<file path="src/rtl/mips_cpu_sequencer.sv">
// rtl/mips_cpu_sequencer.sv - multi-cycle FETCH/DECODE/EXEC state sequencer for the MIPS CPU
// Sizes each instruction's execute phase by opcode class and halts after the delay slot of a jump to HALT_ADDR.
module mips_cpu_sequencer #(
  parameter int unsigned       ADDR_W        = 32,
  parameter logic [ADDR_W-1:0] HALT_ADDR     = '0,
  parameter int unsigned       MULDIV_CYCLES = 32,
  parameter int unsigned       CNT_W         = 6
) (
  input  logic              clk,
  input  logic              reset,
  input  logic [5:0]        opcode,
  input  logic [5:0]        fncode,
  input  logic [4:0]        regimm,
  input  logic              waitrequest,
  input  logic              jump_taken,
  input  logic [ADDR_W-1:0] jump_target,
  output logic [2:0]        state,
  output logic              active,
  output logic              stall,
  output logic              retire,
  output logic [CNT_W-1:0]  muldiv_count,
  output logic              halt_pending
);

  typedef enum logic [2:0] {
    S_HALTED      = 3'd0,
    S_FETCH       = 3'd1,
    S_DECODE      = 3'd2,
    S_EXEC1       = 3'd3,
    S_EXEC2       = 3'd4,
    S_MULDIV_WAIT = 3'd5
  } state_e;

  state_e           state_q, state_d;
  logic [CNT_W-1:0] cnt_q, cnt_d;
  logic             halt_q, halt_d;
  logic             boot_q, boot_d;

  logic is_load, is_store, is_linkbr, is_muldiv, done;
  logic unused_regimm;

  assign unused_regimm = ^regimm[3:0];

  assign is_load   = (opcode >= 6'h20) && (opcode <= 6'h26);
  assign is_store  = (opcode == 6'h28) || (opcode == 6'h29) || (opcode == 6'h2b);
  assign is_linkbr = (opcode == 6'h01) && regimm[4];
  assign is_muldiv = (opcode == 6'h00) && (fncode >= 6'h18) && (fncode <= 6'h1b);

  always_comb begin
    state_d = state_q;
    cnt_d   = cnt_q;
    halt_d  = halt_q;
    boot_d  = boot_q;
    stall   = 1'b0;
    retire  = 1'b0;
    done    = 1'b0;
    case (state_q)
      S_HALTED: begin
        // Only the first cycle out of reset leaves HALTED; a halt by jump is final.
        if (boot_q) begin
          state_d = S_FETCH;
          boot_d  = 1'b0;
        end
      end
      S_FETCH: begin
        if (waitrequest) stall = 1'b1;
        else             state_d = S_DECODE;
      end
      S_DECODE: state_d = S_EXEC1;
      S_EXEC1: begin
        if ((is_load || is_store) && waitrequest) begin
          stall = 1'b1;
        end else if (is_load || is_linkbr) begin
          state_d = S_EXEC2;
        end else if (is_muldiv && (MULDIV_CYCLES != 0)) begin
          state_d = S_MULDIV_WAIT;
          cnt_d   = CNT_W'(MULDIV_CYCLES);
        end else begin
          done = 1'b1;
        end
      end
      S_EXEC2: done = 1'b1;
      S_MULDIV_WAIT: begin
        if (cnt_q == CNT_W'(1)) begin
          cnt_d = '0;
          done  = 1'b1;
        end else begin
          cnt_d = cnt_q - CNT_W'(1);
        end
      end
      default: state_d = S_HALTED;
    endcase

    // The instruction retiring with halt_pending set is the delay slot.
    if (done) begin
      retire = 1'b1;
      if (halt_q) begin
        halt_d  = 1'b0;
        state_d = S_HALTED;
      end else begin
        state_d = S_FETCH;
        if (jump_taken && (jump_target == HALT_ADDR)) halt_d = 1'b1;
      end
    end
  end

  always_ff @(posedge clk) begin
    if (!reset) begin
      state_q <= S_HALTED;
      cnt_q   <= '0;
      halt_q  <= 1'b0;
      boot_q  <= 1'b1;
    end else begin
      state_q <= state_d;
      cnt_q   <= cnt_d;
      halt_q  <= halt_d;
      boot_q  <= boot_d;
    end
  end

  assign state        = state_q;
  assign active       = (state_q != S_HALTED);
  assign muldiv_count = cnt_q;
  assign halt_pending = halt_q;

endmodule
</file>
<file path="config.mk">
export PLATFORM = sky130hd
export DESIGN_NAME = mips_cpu_sequencer
export DESIGN_NICKNAME = d
export VERILOG_FILES = /design/src/rtl/mips_cpu_sequencer.sv
export SDC_FILE = /design/constraint.sdc
export NUM_CORES = 1
export LEC_CHECK = 0
export CORE_MARGIN = 4
export CORE_UTILIZATION = 35
export CTS_CLUSTER_DIAMETER = 50
export DETAILED_ROUTE_END_ITERATION = 8
export PLACE_DENSITY = 0.85
export SLEW_MARGIN = 15
export SYNTH_ARGS = -nofsm -noshare
export SYNTH_HDL_FRONTEND = slang
export SYNTH_SLANG_ARGS = --single-unit
</file>
<file path="constraint.sdc">
create_clock -name clk -period 4.5 [get_ports clk]
set_input_delay 0.45 -clock clk [delete_from_list [all_inputs] [get_ports clk]]
set_output_delay 0.45 -clock clk [all_outputs]
set_load 0.02 [all_outputs]
</file>
==> reports/metrics.csv, run 1 <==
stage,metric,value,unit
sta,period_minus_slack,3.31,ns
floorplan,core,2210,um^2
power,leakage,0.529,nW
final_layout,fin_cells,193,
clocking,holdBufCountCts,0,
clocking,clockBufferDepth,2,
grt,first_global_vias,1082,
drt,totalWireLength,2.63,mm
drt,final_antenna_net_count,0,
final_layout,mostFrequentLayoutCells,"clkdlybuf4s50_1 (59), dfxtp_1 (11), nor2_1 (9), nand3_1 (9)",
hold_path,min_path_type,flip-flop to flip-flop,
power,p_per_area,316,nW/um^2
clocking,cts_htree_levels,1,
clocking,cts_num_sinks,11,
logic_synthesis,syn-num-nets,159,
final_layout,register_area,220,um^2
floorplan,io-pin-count,66,
final_layout,num-fill-cells,198,
grt,grt_pass1_wl,4.44,mm
placement,dp.cells,189,
placement,gp_congestion,0.757,
critical_path,slowest_delay,0.67,ns
placement,io_buffer_count,59,
placement,dp_slack,1.24,ns
flow_run,max_cap_viol_count,0,
critical_path,cp_common_cell,clkdlybuf4s50_1,
sta,worst_slack,1.19,ns
critical_path,cp_top_family,buffers and inverters,
power,ir_drop,0.000228,V
drt,dr.pass1.iters,4,
clocking,cts-root-buf,clkbuf_4,
power,power.total,0.460,mW
floorplan,die_h,56.2,um
logic_synthesis,synth.yosys.warnings,0,
clocking,cts_tree,done,
logic_synthesis,seq_area_frac_synth,0.271,
floorplan,start_util,0.368,
logic_synthesis,synth_cell_types,38,
sta,setup_viol_count_final,0,
logic_synthesis,netlist_instances,104,
drt,vias,1066,
final_layout,mostFrequentLayoutCell,clkdlybuf4s50_1,
logic_synthesis,synthesis.area,813,um^2
hold_path,hold_depth,1,
sta,max_freq,302,MHz
drt,post_drt_wl_per_cell,13.6,um
sta,hold_viol,0,
sta,relSlewSlack,0.663,
grt,grt_util_all_layers,0.171,
drt,via_per_inst,5.52,
clocking,postCtsSetupBuffers,0,
grt,antenna_found_initial,0,
clocking,post_cts_resized,0,
sta,skew,0.00340,ns
grt,grt_start_max_net_pins,12,
final_layout,drive_above_1_share,0.0667,
critical_path,reg2reg_depth,5,
final_layout,nets,221,
critical_path,cp-end-kind,output pin,
critical_path,crit_slowest_cell,clkdlybuf4s50_1,
drt,drt_iter0_markers,21,
critical_path,path_buf_inv,2,
critical_path,crit_fanout,6,
drt,drc_errors,0,
status,outcome,finished clean,
final_layout,area_growth,78.9,%
clocking,cts_buffers,3,
critical_path,cp_data_required_time,4.05,ns
sta,final-max-slew-violation-count,0,
logic_synthesis,syn_avg_cell_area,7.82,um^2
grt,grt-ovfl-total,0,
logic_synthesis,ys_ff_latch,11,
final_layout,multi_input_area,561,um^2
sta,post-route-period-util,0.736,
critical_path,arrival,2.86,ns
critical_path,critical_path_depth,6,
floorplan,fp.dieW,56.2,um
final_layout,diodes,0,
sta,tns,0,ns
critical_path,cp_cell_sequence,clkdlybuf4s50_1 > mux2_2 > a221oi_2 > mux2i_1 > nor3_1 > clkdlybuf4s50_1,
critical_path,crit_type,input pin to output pin,
sta,tightest_slew,0.506,ns
clocking,worstSkewPairLatency,0.27,ns
placement,dpl.hpwl,2.21,mm
sta,rsz0062_at_grt,no,
sta,holdWs,0.467,ns
critical_path,crit_path_start_kind,input pin,
floorplan,rows,17,
floorplan,dieArea,3160,um^2
clocking,clk_pin_slew,0.07,ns
==> routing by layer <==
metal / global-route usage / part of all wire / up-vias
met4: 0.0542 / 0.013 / 0
met3: 0.0742 / 0.11 / 4
met1: 0.185 / 0.39 / 495
li1: - / - / 521
met5: 0 / 0 / -
met2: 0.299 / 0.49 / 46
==> flip-flops by register name, indices dropped and copies added, names as in the netlist <==
signal        flops
boot_q            1
halt_pending      1
muldiv_count      6
state             3
==> through the flow <==
| stage | instance area [um^2] | util |
|---|---|---|
| 6_report | 1460 | 0.658 |
| 5_1_grt | 1460 | 0.658 |
| 4_1_cts | 1460 | 0.658 |
| 3_5_place_dp | 1430 | 0.646 |
| 3_3_place_gp | 1430 | 0.646 |
| 2_1_floorplan | 813 | - |
==> cells in the mapped netlist <==
cell / n / share of area
dfxtp_1: 11 / 0.27
nand3_1: 9 / 0.055
nor2_1: 9 / 0.042
nor4_1: 7 / 0.054
o21ai_0: 7 / 0.043
inv_1: 6 / 0.028
nand2_1: 6 / 0.028
nor3_1: 5 / 0.031
a21o_1: 4 / 0.037
a21oi_1: 3 / 0.018
nand3b_1: 3 / 0.028
a221oi_2: 2 / 0.037
a31oi_1: 2 / 0.015
buf_2: 2 / 0.012
ha_1: 2 / 0.031
nand2b_1: 2 / 0.015
nand4_1: 2 / 0.015
or4_1: 2 / 0.018
a211o_1: 1 / 0.011
a211o_2: 1 / 0.012
a211oi_1: 1 / 0.0092
a21oi_2: 1 / 0.011
a311oi_1: 1 / 0.011
a31o_2: 1 / 0.011
and2_1: 1 / 0.0077
mux2_2: 1 / 0.014
mux2i_1: 1 / 0.012
nand4b_1: 1 / 0.011
nor3b_1: 1 / 0.0092
nor4_2: 1 / 0.015
nor4b_1: 1 / 0.011
o21bai_1: 1 / 0.0092
o22ai_1: 1 / 0.0077
o2bb2ai_1: 1 / 0.011
or4_4: 1 / 0.014
or4bb_1: 1 / 0.014
xnor2_1: 1 / 0.011
xor2_1: 1 / 0.011
==> power breakdown <==
part           internal, mW  switching [mW]
sequential            0.115          0.0298
combinational         0.129           0.116
clock                0.0344          0.0353
total                 0.279           0.181
==> worst paths after layout <==
kind | start | endpoint | slack, ns
worst max-delay path | opcode[0] | stall | 1.19
worst max register to register | state[0] | halt_pending | 2.74
worst min-delay path | boot_q | boot_q | 0.47
worst min register to register | boot_q | boot_q | 0.47
==> cells by family (layout without fill, tap and decap cells) <==
group / after synthesis / in the layout / synth area share
adder cells (fa/ha/maj): 2 / 2 / 0.0308
XOR/XNOR: 2 / 2 / 0.0215
AND/OR/NAND/NOR: 52 / 52 / 0.368
multiplexers: 2 / 2 / 0.0262
AO/OA/AOI/OAI: 27 / 27 / 0.243
buffers and inverters: 8 / 69 / 0.0400
flip-flops: 11 / 11 / 0.271
==> layout make-up <==
type / count / share of cell area
well taps: 28 / 0.0241
flip-flops and latches: 11 / 0.151
inverters: 6 / 0.0155
multi-input cells: 85 / 0.385
repair buffers: 59 / 0.406
clock buffers: 4 / 0.0181
==> worst register-to-register path, cell delays in order, from the launching register on <==
cell	delay, ns
dfxtp_1	0.52
nand3b_1	0.19
a31o_2	0.26
a211o_2	0.32
a211o_1	0.29
a21oi_2	0.12
Note: power is estimated with default switching activity, not from simulation.
==> run 2, diff against run 1 <==
Settings changed: CORE_UTILIZATION 35 to 32, PLACE_DENSITY 0.85 to 0.79.
Clock period 4.5 ns to 3.13 ns, I/O delays scaled along.
==> run 2 against run 1 <==
Against the previous run:
- sequential share of layout area decreased by 0.10 points
- die area increased by 8.0%
- clock skew decreased by 0.0020 ns
- first-iteration DRC count increased by 29%
- register-to-register slack got worse by 1.4 ns
- routed wire length decreased by 2.7%
- design area increased by 0.69%
- via count decreased by 2.1%
- worst hold slack got worse by 0.011 ns
- critical endpoint unchanged
==> reports/metrics.csv, run 2 (synthesized netlist as in run 1, its figures left out) <==
stage,metric,value,unit,change
power,p_int,0.401,mW,was 0.279 mW
critical_path,rr_endpoint,halt_pending,,unchanged
final_layout,num-fill-cells,215,,was 198
hold_path,hold_depth,1,,unchanged
power,p_switching,0.254,mW,was 0.181 mW
hold_path,min_path_type,flip-flop to flip-flop,,unchanged
final_layout,mostFrequentLayoutCells,"clkdlybuf4s50_1 (59), dfxtp_1 (11), nor2_1 (9), nand3_1 (9)",,unchanged
critical_path,cp_common_cell,clkdlybuf4s50_1,,unchanged
final_layout,finalInstanceArea,1470,um^2,was 1460 um^2
placement,dp_slack,0.286,ns,was 1.24 ns
grt,met2_usage,0.273,,was 0.299
clocking,clockBufferDepth,2,,unchanged
floorplan,fp.dieW,58.4,um,was 56.2 um
power,p_clk_frac,0.145,,was 0.152
clocking,post_cts_resized,0,,unchanged
floorplan,dieArea,3410,um^2,was 3160 um^2
critical_path,reg2reg_from,state[1],,was state[0]
power,pwr-share-seq,0.317,,was 0.315
floorplan,core,2450,um^2,was 2210 um^2
drt,post_drt_wl_per_cell,13.0,um,was 13.6 um
drt,final_antenna_net_count,0,,unchanged
final_layout,area_growth,80.2,%,was 78.9%
sta,max_freq,353,MHz,
power,switching_share,0.388,,was 0.394
floorplan,io-pin-count,66,,unchanged
drt,totalWireLength,2.56,mm,was 2.63 mm
sta,period_minus_slack,2.83,ns,
final_layout,multi_input_area,561,um^2,unchanged
floorplan,die_h,58.4,um,was 56.2 um
final_layout,drive_above_1_share,0.0723,,was 0.0667
hold_path,holdCritStartpoint,boot_q,,unchanged
grt,antenna_found_initial,0,,unchanged
grt,grt_util_all_layers,0.155,,was 0.171
placement,dpl.hpwl,2.21,mm,about the same
status,outcome,finished clean,,unchanged
drt,drt_iter0_markers,27,,was 21
sta,setup_viol_count_final,0,,unchanged
critical_path,crit_slowest_cell,clkdlybuf4s50_1,,unchanged
sta,rsz0062_at_grt,no,,unchanged
sta,tns,0,ns,unchanged
drt,vias,1044,,"was 1,066"
clocking,cts_num_sinks,11,,unchanged
sta,post-route-period-util,0.905,,
power,combPwrFrac,0.538,,was 0.534
clocking,clk_pin_slew,0.07,ns,about the same
final_layout,mostFrequentLayoutCell,clkdlybuf4s50_1,,unchanged
grt,grt_use_met1,0.157,,was 0.185
final_layout,nets,222,,was 221
flow_run,max_cap_viol_count,0,,unchanged
clocking,postCtsSetupBuffers,0,,unchanged
power,p_per_area,447,nW/um^2,was 316 nW/um^2
sta,hold_viol,0,,unchanged
power,ir_drop,0.000276,V,was 0.000228 V
clocking,cts_tree,done,,unchanged
sta,worst_slack,0.298,ns,was 1.19 ns
grt,busiest_layer,met2,,unchanged
grt,grt_use_met3,0.0811,,was 0.0742
critical_path,crit_type,input pin to output pin,,unchanged
critical_path,cp_data_required_time,2.82,ns,was 4.05 ns
critical_path,arrival,2.52,ns,was 2.86 ns
sta,relSlewSlack,0.675,,was 0.663
clocking,cts-root-buf,clkbuf_4,,unchanged
clocking,worstSkewPairLatency,0.26,ns,was 0.27 ns
grt,grt_start_max_net_pins,12,,unchanged
sta,final-max-slew-violation-count,0,,unchanged
clocking,holdBufCountCts,0,,unchanged
critical_path,crit_fanout,6,,unchanged
critical_path,cp_cell_sequence,clkdlybuf4s50_1 > mux2_2 > a221oi_2 > mux2i_1 > nor3_1 > clkdlybuf4s50_1,,unchanged
drt,via_per_inst,5.33,,was 5.52
placement,dp.cells,192,,was 189
clocking,cts_htree_levels,1,,unchanged
floorplan,start_util,0.331,,was 0.368
clocking,cts_buffers,3,,unchanged
placement,io_buffer_count,59,,unchanged
final_layout,largest_reg_flops,6,,unchanged
critical_path,cp-end-kind,output pin,,unchanged
placement,dpl_cell_area,1440,um^2,was 1430 um^2
drt,drc_errors,0,,unchanged
drt,dr.pass1.iters,3,,was 4
critical_path,slowest_delay,0.67,ns,about the same
final_layout,fin_cells,196,,was 193
grt,grt-ovfl-total,0,,unchanged
placement,gp_congestion,0.799,,was 0.757
final_layout,register_area,220,um^2,unchanged
floorplan,rows,18,,was 17
power,power.total,0.655,mW,was 0.460 mW
grt,grt_pass1_wl,4.13,mm,was 4.44 mm
grt,first_global_vias,1043,,"was 1,082"
sta,skew,0.00144,ns,was 0.00340 ns
hold_path,hold_end,boot_q,,unchanged
power,leakage,0.535,nW,was 0.529 nW
final_layout,diodes,0,,unchanged
critical_path,reg2reg_depth,5,,unchanged
critical_path,crit_path_start_kind,input pin,,unchanged
sta,tightest_slew,0.487,ns,was 0.506 ns
critical_path,ff2ff_setup_slack,1.38,ns,was 2.74 ns
==> run 2: power groups by stage <==
stage / sequential, mW / combinational, mW / clock (mW)
6_report: 0.208 / 0.352 / 0.0950
3_5_place_dp: 0.211 / 0.352 / 0
5_1_grt: 0.215 / 0.384 / 0.106
4_1_cts: 0.208 / 0.355 / 0.0997
3_3_place_gp: 0.211 / 0.349 / 0
2_1_floorplan: 0.210 / 0.189 / 0
==> run 2: how the worst max path moves through the flow <==
stage / from / end / slack, ns
detailed placement: opcode[0] / stall / 0.29
finish: opcode[0] / stall / 0.30
floorplan: opcode[0] / stall / 1.23
global placement: opcode[0] / stall / 0.29
CTS: opcode[0] / stall / 0.26
global route: opcode[0] / stall / 0.13
==> run 2: area by class of cell <==
type                            instances  area share
Inverter                                6      0.0154
Timing Repair Buffer                   60       0.408
Clock buffer                            4      0.0179
Multi-Input combinational cell         85       0.383
Tap cell                               30      0.0256
Sequential cell                        11       0.150
==> run 2: stage by stage <==
stage,util,hold slack [ns]
3_3_place_gp,0.586,0.430
2_1_floorplan,-,0.421
6_report,0.597,0.456
5_1_grt,0.597,0.500
4_1_cts,0.597,0.462
3_5_place_dp,0.586,0.445
==> run 2: routing by layer <==
| metal | wire length (um) | vias to the layer above | share of wire |
|---|---|---|---|
| met5 | 0 | - | 0 |
| met1 | 983 | 468 | 0.38 |
| li1 | - | 523 | - |
| met2 | 1210 | 51 | 0.47 |
| met3 | 328 | 2 | 0.13 |
| met4 | 33 | 0 | 0.013 |
==> run 2: critical path, delay by kind of cell <==
kind / cells / cell delay (ns)
buf+inv: 2 / 1.23
mux: 2 / 0.47
simple gates: 1 / 0.25
compound gates: 1 / 0.24
